===== src/rtl/vending_machine_param.sv =====
// Coin-credit vending controller: collects coins to PRICE, vends, pays excess back one unit per cycle.
// Optional stock counter with sold_out/restock ports is enabled by defining VM_STOCK_COUNT_EN.
module vending_machine_param #(
    parameter int unsigned COIN_W     = 2,
    parameter int unsigned CREDIT_W   = 4,
    parameter int unsigned PRICE      = 3,
    parameter int unsigned STOCK_INIT = 8
) (
    input  logic                clk,
    input  logic                rst,
    input  logic                coin_valid,
    input  logic [COIN_W-1:0]   coin_val,
    input  logic                cancel,
    output logic                out,
    output logic                change_valid,
    output logic                coin_reject,
    output logic                busy,
    output logic [CREDIT_W-1:0] credit
`ifdef VM_STOCK_COUNT_EN
    ,
    output logic                sold_out,
    input  logic                restock
`endif
);

    typedef enum logic [1:0] {IDLE, COLLECT, VEND, CHANGE} state_t;

    localparam logic [CREDIT_W:0] PRICE_X    = (CREDIT_W+1)'(PRICE);
    localparam logic [CREDIT_W:0] CREDIT_MAX = {1'b0, {CREDIT_W{1'b1}}};

    state_t              state_q, state_d;
    logic [CREDIT_W-1:0] credit_q, credit_d;
    logic                out_q, change_q, reject_q, busy_q;
    logic                reject_d;
    logic [CREDIT_W:0]   sum;
    logic                coin_en, take_coin, stock_ok;

`ifdef VM_STOCK_COUNT_EN
    localparam int unsigned STOCK_W = $clog2(STOCK_INIT + 1);

    logic [STOCK_W-1:0] stock_q;

    // Restock wins over the decrement that would happen in the same VEND cycle.
    always_ff @(posedge clk) begin
        if (rst || restock) begin
            stock_q <= STOCK_W'(STOCK_INIT);
        end else if (state_q == VEND && stock_q != '0) begin
            stock_q <= stock_q - 1'b1;
        end
    end

    assign stock_ok = (stock_q != '0);
    assign sold_out = ~stock_ok;
`else
    assign stock_ok = 1'b1;
`endif

    assign coin_en   = coin_valid && (coin_val != '0);
    assign sum       = {1'b0, credit_q} + (CREDIT_W+1)'(coin_val);
    assign take_coin = coin_en && (state_q == IDLE || state_q == COLLECT) && !cancel
                       && stock_ok && (sum <= CREDIT_MAX);

    always_comb begin
        state_d  = state_q;
        credit_d = credit_q;
        reject_d = coin_en && !take_coin;
        case (state_q)
            IDLE, COLLECT: begin
                if (cancel && state_q == COLLECT) begin
                    state_d = CHANGE;
                end else if (take_coin) begin
                    if (sum >= PRICE_X) begin
                        state_d  = VEND;
                        credit_d = CREDIT_W'(sum - PRICE_X);
                    end else begin
                        state_d  = COLLECT;
                        credit_d = CREDIT_W'(sum);
                    end
                end
            end
            VEND: begin
                state_d = (credit_q != '0) ? CHANGE : IDLE;
            end
            CHANGE: begin
                // Each CHANGE cycle pays the unit still shown in credit, so k units give k cycles.
                if (credit_q <= CREDIT_W'(1)) begin
                    state_d = IDLE;
                end
                if (credit_q != '0) begin
                    credit_d = credit_q - 1'b1;
                end
            end
            default: state_d = IDLE;
        endcase
    end

    always_ff @(posedge clk) begin
        if (rst) begin
            state_q  <= IDLE;
            credit_q <= '0;
            out_q    <= 1'b0;
            change_q <= 1'b0;
            reject_q <= 1'b0;
            busy_q   <= 1'b0;
        end else begin
            state_q  <= state_d;
            credit_q <= credit_d;
            out_q    <= (state_d == VEND);
            change_q <= (state_d == CHANGE);
            reject_q <= reject_d;
            busy_q   <= (state_d == VEND) || (state_d == CHANGE);
        end
    end

    assign out          = out_q;
    assign change_valid = change_q;
    assign coin_reject  = reject_q;
    assign busy         = busy_q;
    assign credit       = credit_q;

endmodule


===== config.mk =====
export PLATFORM = sky130hd
export DESIGN_NAME = vending_machine_param
export DESIGN_NICKNAME = d
export VERILOG_FILES = /design/src/rtl/vending_machine_param.sv
export SDC_FILE = /design/constraint.sdc
export NUM_CORES = 1
export LEC_CHECK = 0
export BUFFER_PORTS_ARGS = -buffer_cell sky130_fd_sc_hd__buf_2
export CAP_MARGIN = 20
export CORE_UTILIZATION = 45
export CTS_BUF_LIST = sky130_fd_sc_hd__clkbuf_8
export DETAILED_ROUTE_END_ITERATION = 8
export GPL_ROUTABILITY_DRIVEN = 0
export PLACE_DENSITY = 0.67
export SYNTH_ARGS = -nofsm -noshare
export SYNTH_HDL_FRONTEND = slang
export SYNTH_SLANG_ARGS = --single-unit
export TNS_END_PERCENT = 30

===== constraint.sdc =====
create_clock -name clk -period 5 [get_ports clk]
set_input_delay 0.25 -clock clk [delete_from_list [all_inputs] [get_ports clk]]
set_output_delay 0.25 -clock clk [all_outputs]
set_load 0.02 [all_outputs]

After elaboration in Yosys (flattened, before gate mapping):

Index checks and enable logic that the tools add are counted.
Widths: inputs -> output; s select.

* flip-flop bits (word level): 10
* word-level logic and storage cells: 47

* $add $sub $neg: 3
* order comparisons: 3
* equal/unequal tests: 8
* mux-type cells: 11
* reductions and logical operators: 16

Operators by type and width (count)
* $mux 4: 4
* $mux 2: 5
* $eq 2x2->1 const B: 4
* $pmux 4 s2: 1
* $logic_and 1x1->1: 6
* $ne 2x2->1 const B: 3
* $pmux 2 s3: 1
* $add 4x2->5: 1
* $ge 5x2->1 const B: 1
* $le 5x4->1 const B: 1
* $le 4x1->1 const B: 1
* $reduce_and 4->1: 1
* $reduce_bool 2->1: 2
* $reduce_bool 4->1: 1
* $sub 4x1->4 const B: 1
* $sub 4x2->4 const B: 1
* $eq 2x1->1 const B: 1
* $logic_not 1->1: 2
* $logic_not 2->1: 1
* $logic_or 1x1->1: 2
* $reduce_or 2->1: 1

Depth between registers and ports, before layout:

Gate-level depths: netlist of the first run.

* word-level depth: 10
* depth in mapped cells: 8
* gate-level depth less buffers: 8

Worst setup path after synthesis of the first run:

No wires, ideal clock.

* path type: reg-to-reg
* start point: register credit_q[0] (netlist: credit[0])
* end point: register credit_q[0] (netlist: credit[0])
* data arrival time: 2215 ps
* required time: 4878 ps
* slack: 2663 ps
* cell stages (with the launch flop): 9
* cells stage by stage: dfxtp_1 > ha_1 > fa_1 > ha_1 > a21oi_1 > o21ai_0 > or3_1 > nand4_1 > a31oi_1

* longest elaborated chain between the ends: 6
* elaborated cells on any way between the ends: 15
* those cells by class: add/sub (3); order compare (2); eq/ne (2); mux (5); reduce/logical (3)

RTL lines
* from (decl): line 32 `logic [CREDIT_W-1:0] credit_q, credit_d;`
* from (signal assigned): line 107 `credit_q <= credit_d;`
* $add 4x2->5: line 59 `assign sum = {1'b0, credit_q} + (CREDIT_W+1)'(coin_val);`
* $sub 4x2->4 / $ge 5x2->1 (equally long branches): line 74, 72
* $mux 4: line 72 `if (sum >= PRICE_X) begin`
* $mux 4: line 71 `end else if (take_coin) begin`
* $mux 4: line 69 `if (cancel && state_q == COLLECT) begin`
* $pmux 4 s2: line 67 `case (state_q)`

Several ways; a longest one is shown, not always the timed one. The select of a mux whose other input is x is not followed.
A chain may end at the register's enable or synchronous reset.

Worst setup path after layout of the first run:

Same ends and word-level chain as after synthesis.

==> flow_metrics.py, run 1 <==
metrics = {
    "global_route": {
        "grt_pass1_wl_um": 2990,
        "grt-ovfl-total": 0,
        "grt_pass1_vias": 685,
        "grt_usage_pct": 21.8,
        "antenna_found_initial": 0,
        "grt_max_degree": 15,
    },
    "yosys": {
        "synthFlopType": "dfxtp_1",
        "synthTopCellsByArea": "dfxtp_1 (25%), ha_1 (8.7%), a21oi_1 (7.0%)",
        "syn_area_um2": 719,
        "syn_inst": 88,
        "synth_fp_nets": 100,
        "synth_warnings": 0,
        "synth.most_common_cell": "a21oi_1",
        "ys_async_sr_fraction_pct": 0,
        "synth.avg_cell_area_um2": 8.18,
        "synth_seq_cells": 9,
        "yosys.area.top_type_share_pct": 25.0,
        "synth_common_cells": "a21oi_1 (10), dfxtp_1 (9), nor3_1 (8), nand2_1 (6)",
        "yosysTopAreaCell": "dfxtp_1",
        "yosysSeqAreaShare_pct": 25.0,
        "synth_cell_type_count": 38,
        "synth-edff-count": 0,
    },
    "outcome": {
        "status": "finished, final reports clean",
    },
    "critical_path": {
        "reg2reg_depth": 8,
        "max_stage_delay_ns": 0.49,
        "reg2reg_to": "credit[0]",
        "critPathTopFamily": "adder cells",
        "reg2reg_slack_ns": 2.54,
        "crit_type": "reg -> reg",
        "required_ns": 5.11,
        "crit_start": "credit[0]",
        "critPathArrivalTime_ns": 2.57,
        "cp-start-kind": "flop",
        "cpMaxStageDelayCell": "fa_1",
        "timing.rr.start": "credit[0]",
        "cpMostUsedCell": "ha_1",
        "cp_num_buf_inv": 0,
        "crit_path_max_fanout": 8,
        "endpoint_kind": "flop",
        "cp_cell_sequence": "ha_1, fa_1, ha_1, a21oi_1, o21ai_0, or3_1, nand4_1, a31oi_1",
    },
    "detailed_routing": {
        "vias_per_cell": 6.18,
        "drt-wirelength-per-cell_um": 13.8,
        "ant_nets": 0,
        "drc_errors": 0,
        "first_iter_violations": 29,
        "wirelength_um": 1650,
        "dr.pass1.iters": 4,
        "dr_total_vias": 735,
    },
    "worst_hold_path": {
        "hp-class": "in -> reg",
        "holdPathStages": 2,
        "hp-start": "rst",
        "hold_path_end": "out",
    },
    "cts": {
        "cts_resized": 0,
        "post_cts_buffers": 0,
        "cts_made_buffers": 3,
        "cts_root_buf": "clkbuf_8",
        "clk_pin_slew_ns": 0.04,
        "clockBufferDepth": 2,
        "cts_hold_buf": 0,
        "htreeDepth": 1,
        "clk_latency_ns": 0.23,
        "tritoncts": "yes",
        "clock_sinks": 9,
    },
    "floorplanning": {
        "die_area_um2": 1760,
        "coreArea_um2": 1510,
        "die_h_um": 42.0,
        "io_pins": 14,
        "die_width_um": 42.0,
        "rows": 14,
        "initial_utilization_pct": 47.8,
    },
    "sta": {
        "maxSlewViolCount": 0,
        "hold_slack_ns": 0.303,
        "fin_tns_setup_ns": 0,
        "setup_ws_ns": 2.54,
        "fin_skew_ns": 0.000274,
        "finalSetupViolCount": 0,
        "finalCriticalPeriod_ns": 2.46,
        "worst_slew_pin_slew_ns": 0.489,
        "clock.fmax_mhz": 407,
        "min_period_over_period_pct": 49.1,
        "slew_headroom_pct": 67.2,
        "rsz0062_at_grt": "no",
        "hold_viol": 0,
    },
    "placed_design": {
        "placed_cell_area_um2": 786,
        "place_ws_ns": 2.59,
        "dp_hpwl_um": 1230,
        "portBuffers": 13,
    },
    "power": {
        "vdd_drop_max_v": 0.000144,
        "power_leakage_nw": 0.350,
        "powerDensity_nw_per_um2": 358,
        "total_power_uw": 298,
    },
    "cells_and_area": {
        "drive_gt1_share_pct": 23.3,
        "fin_area_um2": 831,
        "fillers": 147,
        "nets": 116,
        "area_delta_synth_final_pct": 15.5,
        "diodes": 0,
    },
    "run": {
        "drv_cap": 0,
    },
}
through the flow:
stage / std cells / util, %
after floorplan: 88 / -
after detailed placement: 115 / 52.2
after global placement: 115 / 52.2
final: 119 / 55.1
after global routing: 119 / 55.1
after CTS: 119 / 55.1
worst max-delay path by stage:
stage,end,cells after the start
finish,credit[0],8
global route,credit[3],7
CTS,credit[0],8
detailed placement,credit[0],8
global placement,credit[0],8
floorplan,credit[0],8
sequential cells by signal, summed over array words and instances, names as in the netlist:
| register | count |
|---|---|
| state_q | 2 |
| out | 1 |
| coin_reject | 1 |
| change_valid | 1 |
| credit | 4 |
area by class of cell:
class,instances,area [µm²],area share (%)
clock buffer,3,41.3,4.97
clock inverter,1,3.75,0.452
inverter,2,7.51,0.904
multi-input combinational,75,513,61.7
sequential,9,180,21.7
tap,16,20.0,2.41
timing repair buffer,13,65.1,7.83
layout by cell type, fill, tap and decap left out, types with 2 or more instances in the layout:
cell type and n:
nand3b_1 2, a31oi_1 3, nand2b_1 2, o21ai_0 5, a21oi_1 10, nand2_1 6, inv_1 3, ha_1 5
nor2_1 5, or3_1 2, xnor2_1 2, nor3_1 8, nand3_1 2, buf_2 13, o21ai_1 2, clkbuf_8 3
dfxtp_1 9
where the power goes:
part	internal, mW	switching, mW
sequential	0.0809	0.0157
clock	0.0534	0.0284
combinational	0.0504	0.0688
total	0.185	0.113
worst register-to-register path: stages, from the launching register on:
cell	delay [ns]
dfxtp_1	0.45
ha_1	0.25
fa_1	0.49
ha_1	0.29
a21oi_1	0.17
o21ai_0	0.15
or3_1	0.33
nand4_1	0.11
a31oi_1	0.10
logic make-up (layout without fill, tap and decap cells):
| group | after synthesis | count (layout) | share of synthesized area (%) |
|---|---|---|---|
| and+or+nand+nor | 35 | 35 | 26.6 |
| buffers and inverters | 4 | 19 | 3.65 |
| DFF | 9 | 9 | 25.0 |
| xor gates and xnor gates | 3 | 3 | 3.65 |
| AOI/OAI and AO/OA | 31 | 31 | 29.6 |
| adders and majority gates | 6 | 6 | 11.5 |
metal layers:
layer  global-route usage, %  routed length (µm)
met1                    30.3                 821
met2                    32.8                 715
met3                    6.47                  97
met4                    5.81                  13
met5                       0                   0
(Power assumes the default switching activity.)
==> run 2, diff against run 1 <==
PLACE_DENSITY = 0.7   (was 0.67)
clock period = 2.1 ns   (was 5 ns; I/O delays follow)
==> run 2 against run 1 <==
Net effect: the run now ends with setup timing left; highest routed layer unchanged; global-route usage increased by 1.9 points; critical endpoint is now coin_reject; register-to-register slack worse by 2.6 ns; core utilization up 11 points; final cell count up 10%; largest cell class unchanged; combinational power rose to 3.3 times the previous value; cell area increased by 20%; sequential cell count stayed put; wire length up 22%; via count rose by 9.3%.
==> flow_metrics.py, run 2 (same netlist as run 1, synthesis figures left out) <==
metrics = {
    "detailed_routing": {
        "first_iter_violations": 29,
        "dr_total_vias": 803,
        "drt-wirelength-per-cell_um": 15.3,
        "ant_nets": 0,
        "dr.pass1.iters": 4,
        "vias_per_cell": 6.13,
        "wirelength_um": 2000,
        "drc_errors": 0,
    },
    "sta": {
        "hold_slack_ns": 0.153,
        "fin_skew_ns": 0.00327,
        "min_period_over_period_pct": 103,
        "setup_ws_ns": -0.0709,
        "worst_slew_pin_slew_ns": 0.496,
        "hold_viol": 0,
        "fin_tns_setup_ns": -0.301,
        "finalCriticalPeriod_ns": 2.17,
        "rsz0062_at_grt": "yes",
        "maxSlewViolCount": 0,
        "finalSetupViolCount": 5,
        "clock.fmax_mhz": 461,
        "slew_headroom_pct": 66.9,
    },
    "cells_and_area": {
        "drive_gt1_share_pct": 40.9,
        "layout_commonest_cell": "buf_2",
        "area_delta_synth_final_pct": 38.6,
        "final_cells": 131,
        "final_cell_mix": "buf_2 (13), buf_4 (10), a21oi_1 (9)",
        "diodes": 0,
        "final_core_util_pct": 66.2,
        "nets": 128,
        "largest_reg_flops": 4,
        "fillers": 136,
    },
    "critical_path": {
        "cp_num_buf_inv": 3,
        "cpMaxStageDelayCell": "fa_2",
        "critPathTopFamily": "adder cells",
        "critPathArrivalTime_ns": 2.32,
        "crit_type": "reg -> reg",
        "crit_path_max_fanout": 4,
        "cp_cell_sequence": "ha_4, fa_2, buf_6, ha_4, buf_4, nor3_2, buf_4, a21oi_1, nor3_1",
        "cp.depth": 9,
        "cp-start-kind": "flop",
        "endpoint_kind": "flop",
        "required_ns": 2.25,
        "max_stage_delay_ns": 0.44,
        "reg2reg_depth": 9,
    },
    "placed_design": {
        "portBuffers": 13,
        "placed_cells": 124,
        "dp_hpwl_um": 1400,
    },
    "floorplanning": {
        "initial_utilization_pct": 47.8,
        "die_h_um": 42.0,
        "die_area_um2": 1760,
        "rows": 14,
        "io_pins": 14,
        "coreArea_um2": 1510,
        "die_width_um": 42.0,
    },
    "run": {
        "drv_cap": 0,
    },
    "cts": {
        "clockBufferDepth": 2,
        "tritoncts": "yes",
        "clk_latency_ns": 0.23,
        "cts_made_buffers": 3,
        "cts_root_buf": "clkbuf_8",
        "cts_hold_buf": 0,
        "clock_sinks": 9,
        "htreeDepth": 1,
        "clk_pin_slew_ns": 0.05,
    },
    "power": {
        "p_clk_share_pct": 24.1,
        "p_seq_share_pct": 27.8,
        "powerDensity_nw_per_um2": 829,
        "p_sw_uw": 312,
        "combPwrFrac_pct": 48.2,
        "vdd_drop_max_v": 0.000519,
        "internal_power_uw": 515,
        "sw_frac_of_total_pct": 37.7,
        "power_leakage_nw": 0.416,
    },
    "outcome": {
        "status": "finished, violations left",
        "violations": "setup timing",
    },
    "global_route": {
        "grt_usage_pct": 23.6,
        "grt_max_degree": 15,
        "grt_pass1_vias": 668,
        "grt_pass1_wl_um": 3090,
        "grt-ovfl-total": 0,
        "antenna_found_initial": 0,
    },
    "worst_hold_path": {
        "holdPathStages": 2,
        "hp-class": "in -> reg",
    },
}
## run 2: changes by cell type in the layout (fill, tap and decap cells not counted), sizes merged
cell  delta
buf     +12
## run 2: layer usage
| layer | vias up | global-route usage, % | share of wire [%] |
|---|---|---|---|
| met3 | 6 | 8.19 | 6.7 |
| li1 | 388 | - | - |
| met2 | 35 | 35.6 | 50 |
| met1 | 374 | 31.8 | 41 |
| met4 | 0 | 7.10 | 1.9 |
| met5 | - | 0 | 0 |
## run 2: worst paths after layout
kind	slack, ns	startpoint	end
setup / recovery	-0.07	credit[0]	coin_reject
hold / removal	0.15	rst	change_valid
setup reg to reg	-0.07	credit[0]	coin_reject
hold reg to reg	0.54	state_q[0]	state_q[0]
## run 2: area by class of cell
| cell class | count | area (µm²) | share of cell area (%) |
|---|---|---|---|
| Multi-Input combinational cell | 75 | 577 | 57.8 |
| Sequential cell | 9 | 185 | 18.6 |
| Timing Repair Buffer | 25 | 163 | 16.3 |
| Clock buffer | 3 | 41.3 | 4.14 |
| Tap cell | 16 | 20.0 | 2.01 |
| Inverter | 2 | 7.51 | 0.753 |
| Clock inverter | 1 | 3.75 | 0.376 |
## run 2: metrics by stage
step	power [mW]	cell area (µm²)	setup slack, ns
after detailed placement	0.563	880	-0.0704
after global placement	0.560	880	-0.00312
after CTS	0.771	937	-0.0163
after global routing	0.877	997	-0.145
final	0.827	997	-0.0709
after floorplan	0.454	746	0.0220
## run 2: repair_timing
| item | 4_1_cts | 5_1_grt |
|---|---|---|
| pin swaps | 2 | 3 |
| setup buffers | 0 | 3 |
| resized for setup | 3 | 9 |
| endpoints found under the setup margin | 2 | 8 |
## run 2: power groups by stage
stage | combinational (mW) | sequential [mW] | clock (mW)
finish | 0.398 | 0.230 | 0.199
global route | 0.434 | 0.234 | 0.209
CTS | 0.340 | 0.228 | 0.204
detailed placement | 0.332 | 0.231 | 0
global placement | 0.329 | 0.230 | 0
floorplan | 0.211 | 0.243 | 0
